## config.mk

```make
export PLATFORM = sky130hd
export DESIGN_NAME = load_use_interlock
export DESIGN_NICKNAME = d
export VERILOG_FILES = /design/src/rtl/load_use_interlock.sv
export SDC_FILE = /design/constraint.sdc
export NUM_CORES = 1
export LEC_CHECK = 0
export CAP_MARGIN = 10
export CORE_AREA = 10 10 81 83
export DETAILED_ROUTE_END_ITERATION = 16
export DIE_AREA = 0 0 91 93
export MAX_ROUTING_LAYER = met4
export PLACE_DENSITY_LB_ADDON = 0.2
export SYNTH_ARGS = -nofsm -noshare
export SYNTH_HDL_FRONTEND = slang
export SYNTH_SLANG_ARGS = --single-unit
```

## constraint.sdc

```tcl
create_clock -name clk -period 2.68 [get_ports clk]
set_clock_uncertainty 0.15 [all_clocks]
set_input_delay 0.268 -clock clk [delete_from_list [all_inputs] [get_ports clk]]
set_output_delay 0.268 -clock clk [all_outputs]
set_load 0.05 [all_outputs]
```

## src/rtl/load_use_interlock.sv

```systemverilog
// load_use_interlock: holds the front end and bubbles EX while ID reads a register
// that a load still in EX or MM has not produced yet.
module load_use_interlock #(
    parameter int MAX_STALL = 2,
    parameter int CNT_W     = 32
) (
    input  logic             clk,
    input  logic             rst,
    input  logic             id_valid,
    input  logic [4:0]       id_rs,
    input  logic [4:0]       id_rt,
    input  logic             id_use_rs,
    input  logic             id_use_rt,
    input  logic [4:0]       id_dst,
    input  logic             id_ld,
    input  logic             flush,
    output logic             stall,
    output logic             ex_bubble,
    output logic [CNT_W-1:0] stall_cycles,
    output logic             err_hang
);
    localparam int RW = $clog2(MAX_STALL + 2);
    logic          ex_v, mm_v;
    logic [4:0]    ex_dst, mm_dst;
    logic [RW-1:0] run_len;
    logic          hz_rs, hz_rt;
    always_comb begin
        hz_rs     = id_use_rs && |id_rs && ((ex_v && ex_dst == id_rs) || (mm_v && mm_dst == id_rs));
        hz_rt     = id_use_rt && |id_rt && ((ex_v && ex_dst == id_rt) || (mm_v && mm_dst == id_rt));
        stall     = id_valid && !flush && (hz_rs || hz_rt);
        ex_bubble = stall;
    end
    // Loads reach WA two edges after leaving ID; from there forwarding covers the consumer.
    always_ff @(posedge clk) begin
        if (rst) begin
            ex_v         <= 1'b0;
            ex_dst       <= '0;
            mm_v         <= 1'b0;
            mm_dst       <= '0;
            run_len      <= '0;
            stall_cycles <= '0;
            err_hang     <= 1'b0;
        end else begin
            ex_v    <= id_valid && id_ld && |id_dst && !stall && !flush;
            ex_dst  <= id_dst;
            mm_v    <= ex_v && !flush;
            mm_dst  <= ex_dst;
            run_len <= !stall ? '0 : run_len == RW'(MAX_STALL + 1) ? run_len : run_len + RW'(1);
            if (stall) stall_cycles <= stall_cycles + CNT_W'(1);
            if (stall && run_len >= RW'(MAX_STALL)) err_hang <= 1'b1;
        end
    end
endmodule
```

# Word-level counts from Yosys, hierarchy flattened
# Cells that the tools add are included.
[word_totals]
reg_bits = 47
input_bits = 22
output_inout_bits = 35
wordCells = 41
[classes]
addsub = 2
order_cmp = 1
n_eq_ne = 5
bitwise_logic = 1
n_reduce_logical = 25
[ops]
columns = ["cell", "n"]
rows = [
  ["$add A32 B1 Y32 const B", 1],
  ["$eq A5 B5 Y1", 4],
  ["$logic_and A1 B1 Y1", 16],
  ["$reduce_or A5 Y1", 3],
  ["$logic_or A1 B1 Y1", 3],
  ["$add A2 B1 Y2 const B", 1],
  ["$eq A2 B2 Y1 const B", 1],
  ["$ge A2 B2 Y1 const B", 1],
  ["$logic_not A1 Y1", 2],
  ["$reduce_or A2 Y1", 1],
  ["$not A1 Y1", 1],
]

# Logic depth before layout (Yosys ltp)
[depth]
ltp_word = 9
depth_mapped = 9
depth_no_buf = 6

# Least setup slack after synthesis
# No wires, ideal clock.
[synth_path]
path_type = "reg-to-reg"
startpoint = "register stall_cycles[6]"
endpoint = "register stall_cycles[26]"
setup_ns = 0.070
t_arrival_ns = 2.126
required_ns = 2.460
slack_ns = 0.334
path_stages_with_launch = 6
n_path_buf = 0
period_less_slack_ns = 2.346
path_cell_list = "dfxtp_1 nand4_1 nor4_4 nand3_2 or4_1 a21oi_1"
[synth_between]
elab_chain_cells = 1
[synth_rtl]
columns = ["element", "line", "source"]
rows = [
  ["start: declaration", "19", "output logic [CNT_W-1:0] stall_cycles,"],
  ["start signal: assignment", "49", "if (stall) stall_cycles <= stall_cycles + CNT_W'(1);"],
  ["$add A32 B1 Y32", "49", ""],
]
# Every way passes these cells.
# A chain may end at the register's enable or synchronous reset.

# Final worst setup path
[layout_path]
startpoint = "input port id_rs[0]"
endpoint = "output port ex_bubble"
[layout_between]
elab_chain_cells = 6
word_cells_on_any_way = 10
cone_classes = "eq/ne (2); reduce/logical (8)"
[layout_rtl]
columns = ["element", "line", "source"]
rows = [
  ["start: declaration", "10", "input logic [4:0] id_rs,"],
  ["$eq A5 B5 Y1", "28", "hz_rs = id_use_rs && |id_rs && ((ex_v && ex_dst == id_rs) || (mm_v && mm_dst == id_rs));"],
  ["$logic_and A1 B1 Y1", "28", ""],
  ["$logic_or A1 B1 Y1", "28", ""],
  ["$logic_and A1 B1 Y1 *", "28", ""],
  ["$logic_or A1 B1 Y1 *", "30", "stall = id_valid && !flush && (hz_rs || hz_rt);"],
  ["$logic_and A1 B1 Y1 *", "30", ""],
  ["end: declaration", "18", "output logic ex_bubble,"],
]
# Mark *: on every way between the ends. The rest lies on a longest branch, timed or not.

==> run summary <==
share of layout cells above drive strength 1: 0.0586
initial antenna violation count: 0
final core occ: 0.602
clk buf depth: 2
DRT antenna net count: 0
mean post-synth cell area: 8.62 µm²
Critical Path Sink: ex_bubble
gr ovfl total: 0
clock root buffer master: clkbuf_8
pre-CTS setup slack: 0.00684 ns
H-Tree Depth: 2
Clk pwr share: 0.327
FF-to-FF Start: stall_cycles[10]
area grow syn2layout: 29.3%
Net Sw Power: 0.000259 W
Pwr Density: 395 mW/mm²
power share of the sequential group: 0.598
die area: 0.00846 mm²
die boundary width: 91 µm
Site Rows: 26
Clock Sink Count: 47
DRT Pass-1 Iters: 4
register bit total from synthesis: 47
Avg Vias per Cell: 5.42
Logic pwr share: 0.075
commonest cells after routing, fill and taps aside: 54 x clkdlybuf4s50_1, 47 x dfxtp_1, 32 x a21oi_1
CTS tree: yes
internal power: 0.000933 W
sequential cell area: 941 µm²
post-route design area: 0.00302 mm²
CP arrival: 2.15 ns
Clock transition at path regs: 0.08 ns
Synth Net Count: 296
worst vdd ir: 0.261 mV
hold_buf cts: 0
LEAKAGE: 0.955 nW
Worst Max-Slew Pin Slew: 0.535 ns
setup TNS: 0 ns
gr usage total: 0.136
Fillers: 467
hold_ws: 0.300 ns
Mapped Cells: 271
asr flop ratio synth: 0
r2r setup slk: 0.44 ns
fmax: 390 MHz
Warnings, synthesis: 0
# DRC: 0
Critical Path Fanout Max: 35
r2r worst-path depth: 6
Max-Cap Viols: 0
Hold WC Path Type: flip-flop to flip-flop
number of global-route vias before repair: 2,026
Iteration-0 DRC Markers: 129
CTS Buf Count: 5
DIE HEIGHT: 93 µm
Top-Level Pins: 57
Unique masters post-synth: 35
period utilization: 0.958
outcome: completed
Switching Share: 0.217
core area: 0.00501 mm²
critical path launch point: id_rs[0]
area of the multi-input gates: 0.00127 mm²
most common cell after layout, fill and taps aside: clkdlybuf4s50_1
# setup viols final: 0
final worst slack: 0.113 ns
final WL: 5.81 mm
crit path capture type: output pin
largest net degree at the start of global routing: 48
Nets: 350
FF-to-FF End: stall_cycles[30]
Relative slew margins: 0.642
Worst Path Required: 2.26 ns
WL per Instance: 14.7 µm
Synth Cell Area: 0.00233 mm²
Most used DFF post-synth: dfxtp_1
vias: 2,136
sequential area share after synthesis: 0.403
GP Congestion: 0.881
# diodes: 0
EDFF count, synth: 0
Clock Latency Late Sink: 0.29 ns
initial core utilization: 0.466
placed cell area: 0.00295 mm²
postcts setup bufs: 0
RSZ-0062 raised after global routing: false
critical path class: input port to output pin
first-pass GRT wire length: 9.65 mm
Final Hold Violating Endpoints: 0
# resized after CTS: 0
number of port buffers: 56
max-slew violations: 0
crit path launch type: input port
dpl hpwl: 4.25 mm
min cycle time layout: 2.57 ns
-- metrics by stage --
stage / total power, W / instances
global placement: 0.000817 / 388
global route: 0.00123 / 394
finish: 0.00119 / 394
floorplan: 0.000772 / 271
CTS: 0.00121 / 394
detailed placement: 0.000819 / 388
-- routing by layer --
metal  vias to the layer above  global-route usage  wire [µm]
met5                         -                   -          0
li1                       1101                   -          -
met3                         6              0.0384        268
met4                         0              0.0313         45
met1                       982               0.174       2810
met2                        47               0.209       2680
-- worst min path at each step --
stage | from | to | cells after the start
final | err_hang | err_hang | 2
after floorplan | flush | mm_v | 1
after global placement | err_hang | err_hang | 2
after detailed placement | err_hang | err_hang | 2
after global routing | err_hang | err_hang | 2
after CTS | err_hang | err_hang | 2
-- worst max-delay path: stages --
cell and delay [ns]:
clkdlybuf4s50_1 0.46, or3_1 0.40, o311a_1 0.31, a22oi_2 0.24, buf_12 0.21, inv_2 0.07
buf_4 0.19
-- kinds of logic (layout without fill, tap and decap cells) --
group	after synthesis	in the layout	synth area share
DFF	47	47	0.403
adders and majority gates	3	3	0.0161
muxes	1	1	0.00429
buffers and inverters	24	77	0.0547
and+or+nand+nor	106	106	0.274
AOI/OAI and AO/OA	68	68	0.165
xor gates and xnor gates	22	22	0.0825
-- cell usage after synthesis (3+ instances only) --
master | count | area share
o31ai_1 | 9 | 0.029
buf_2 | 3 | 0.0064
or3_1 | 22 | 0.059
inv_1 | 7 | 0.011
nand3_1 | 13 | 0.028
nand4_1 | 15 | 0.040
dfxtp_1 | 47 | 0.40
nand2_1 | 11 | 0.018
o21ai_1 | 5 | 0.011
xnor2_1 | 20 | 0.075
nor2b_1 | 11 | 0.029
clkbuf_1 | 8 | 0.013
and3_1 | 6 | 0.016
or4_1 | 11 | 0.035
a21oi_1 | 32 | 0.069
nor2_1 | 8 | 0.013
o21ai_0 | 16 | 0.034
ha_1 | 3 | 0.016
-- flip-flops by register name, indices dropped and copies added (netlist names) --
register and flops:
run_len 2, mm_v 1, err_hang 1, ex_dst 5, mm_dst 5, ex_v 1, stall_cycles 32
-- final cells by class --
type                    instances  area share
clock buffers                   6      0.0240
inverters                       8     0.00995
multi-input cells             200       0.420
flip-flops and latches         47       0.312
well taps                      70      0.0290
repair buffers                 63       0.206
-- power groups by stage --
stage	logic, W	registers (W)	clock network (W)
after floorplan	0.0000444	0.000728	0
after global placement	0.0000877	0.000730	0
final	0.0000893	0.000713	0.000390
after global routing	0.0000956	0.000714	0.000421
after detailed placement	0.0000895	0.000730	0
after CTS	0.0000899	0.000713	0.000403
Note: power is estimated with default switching activity, not from simulation.
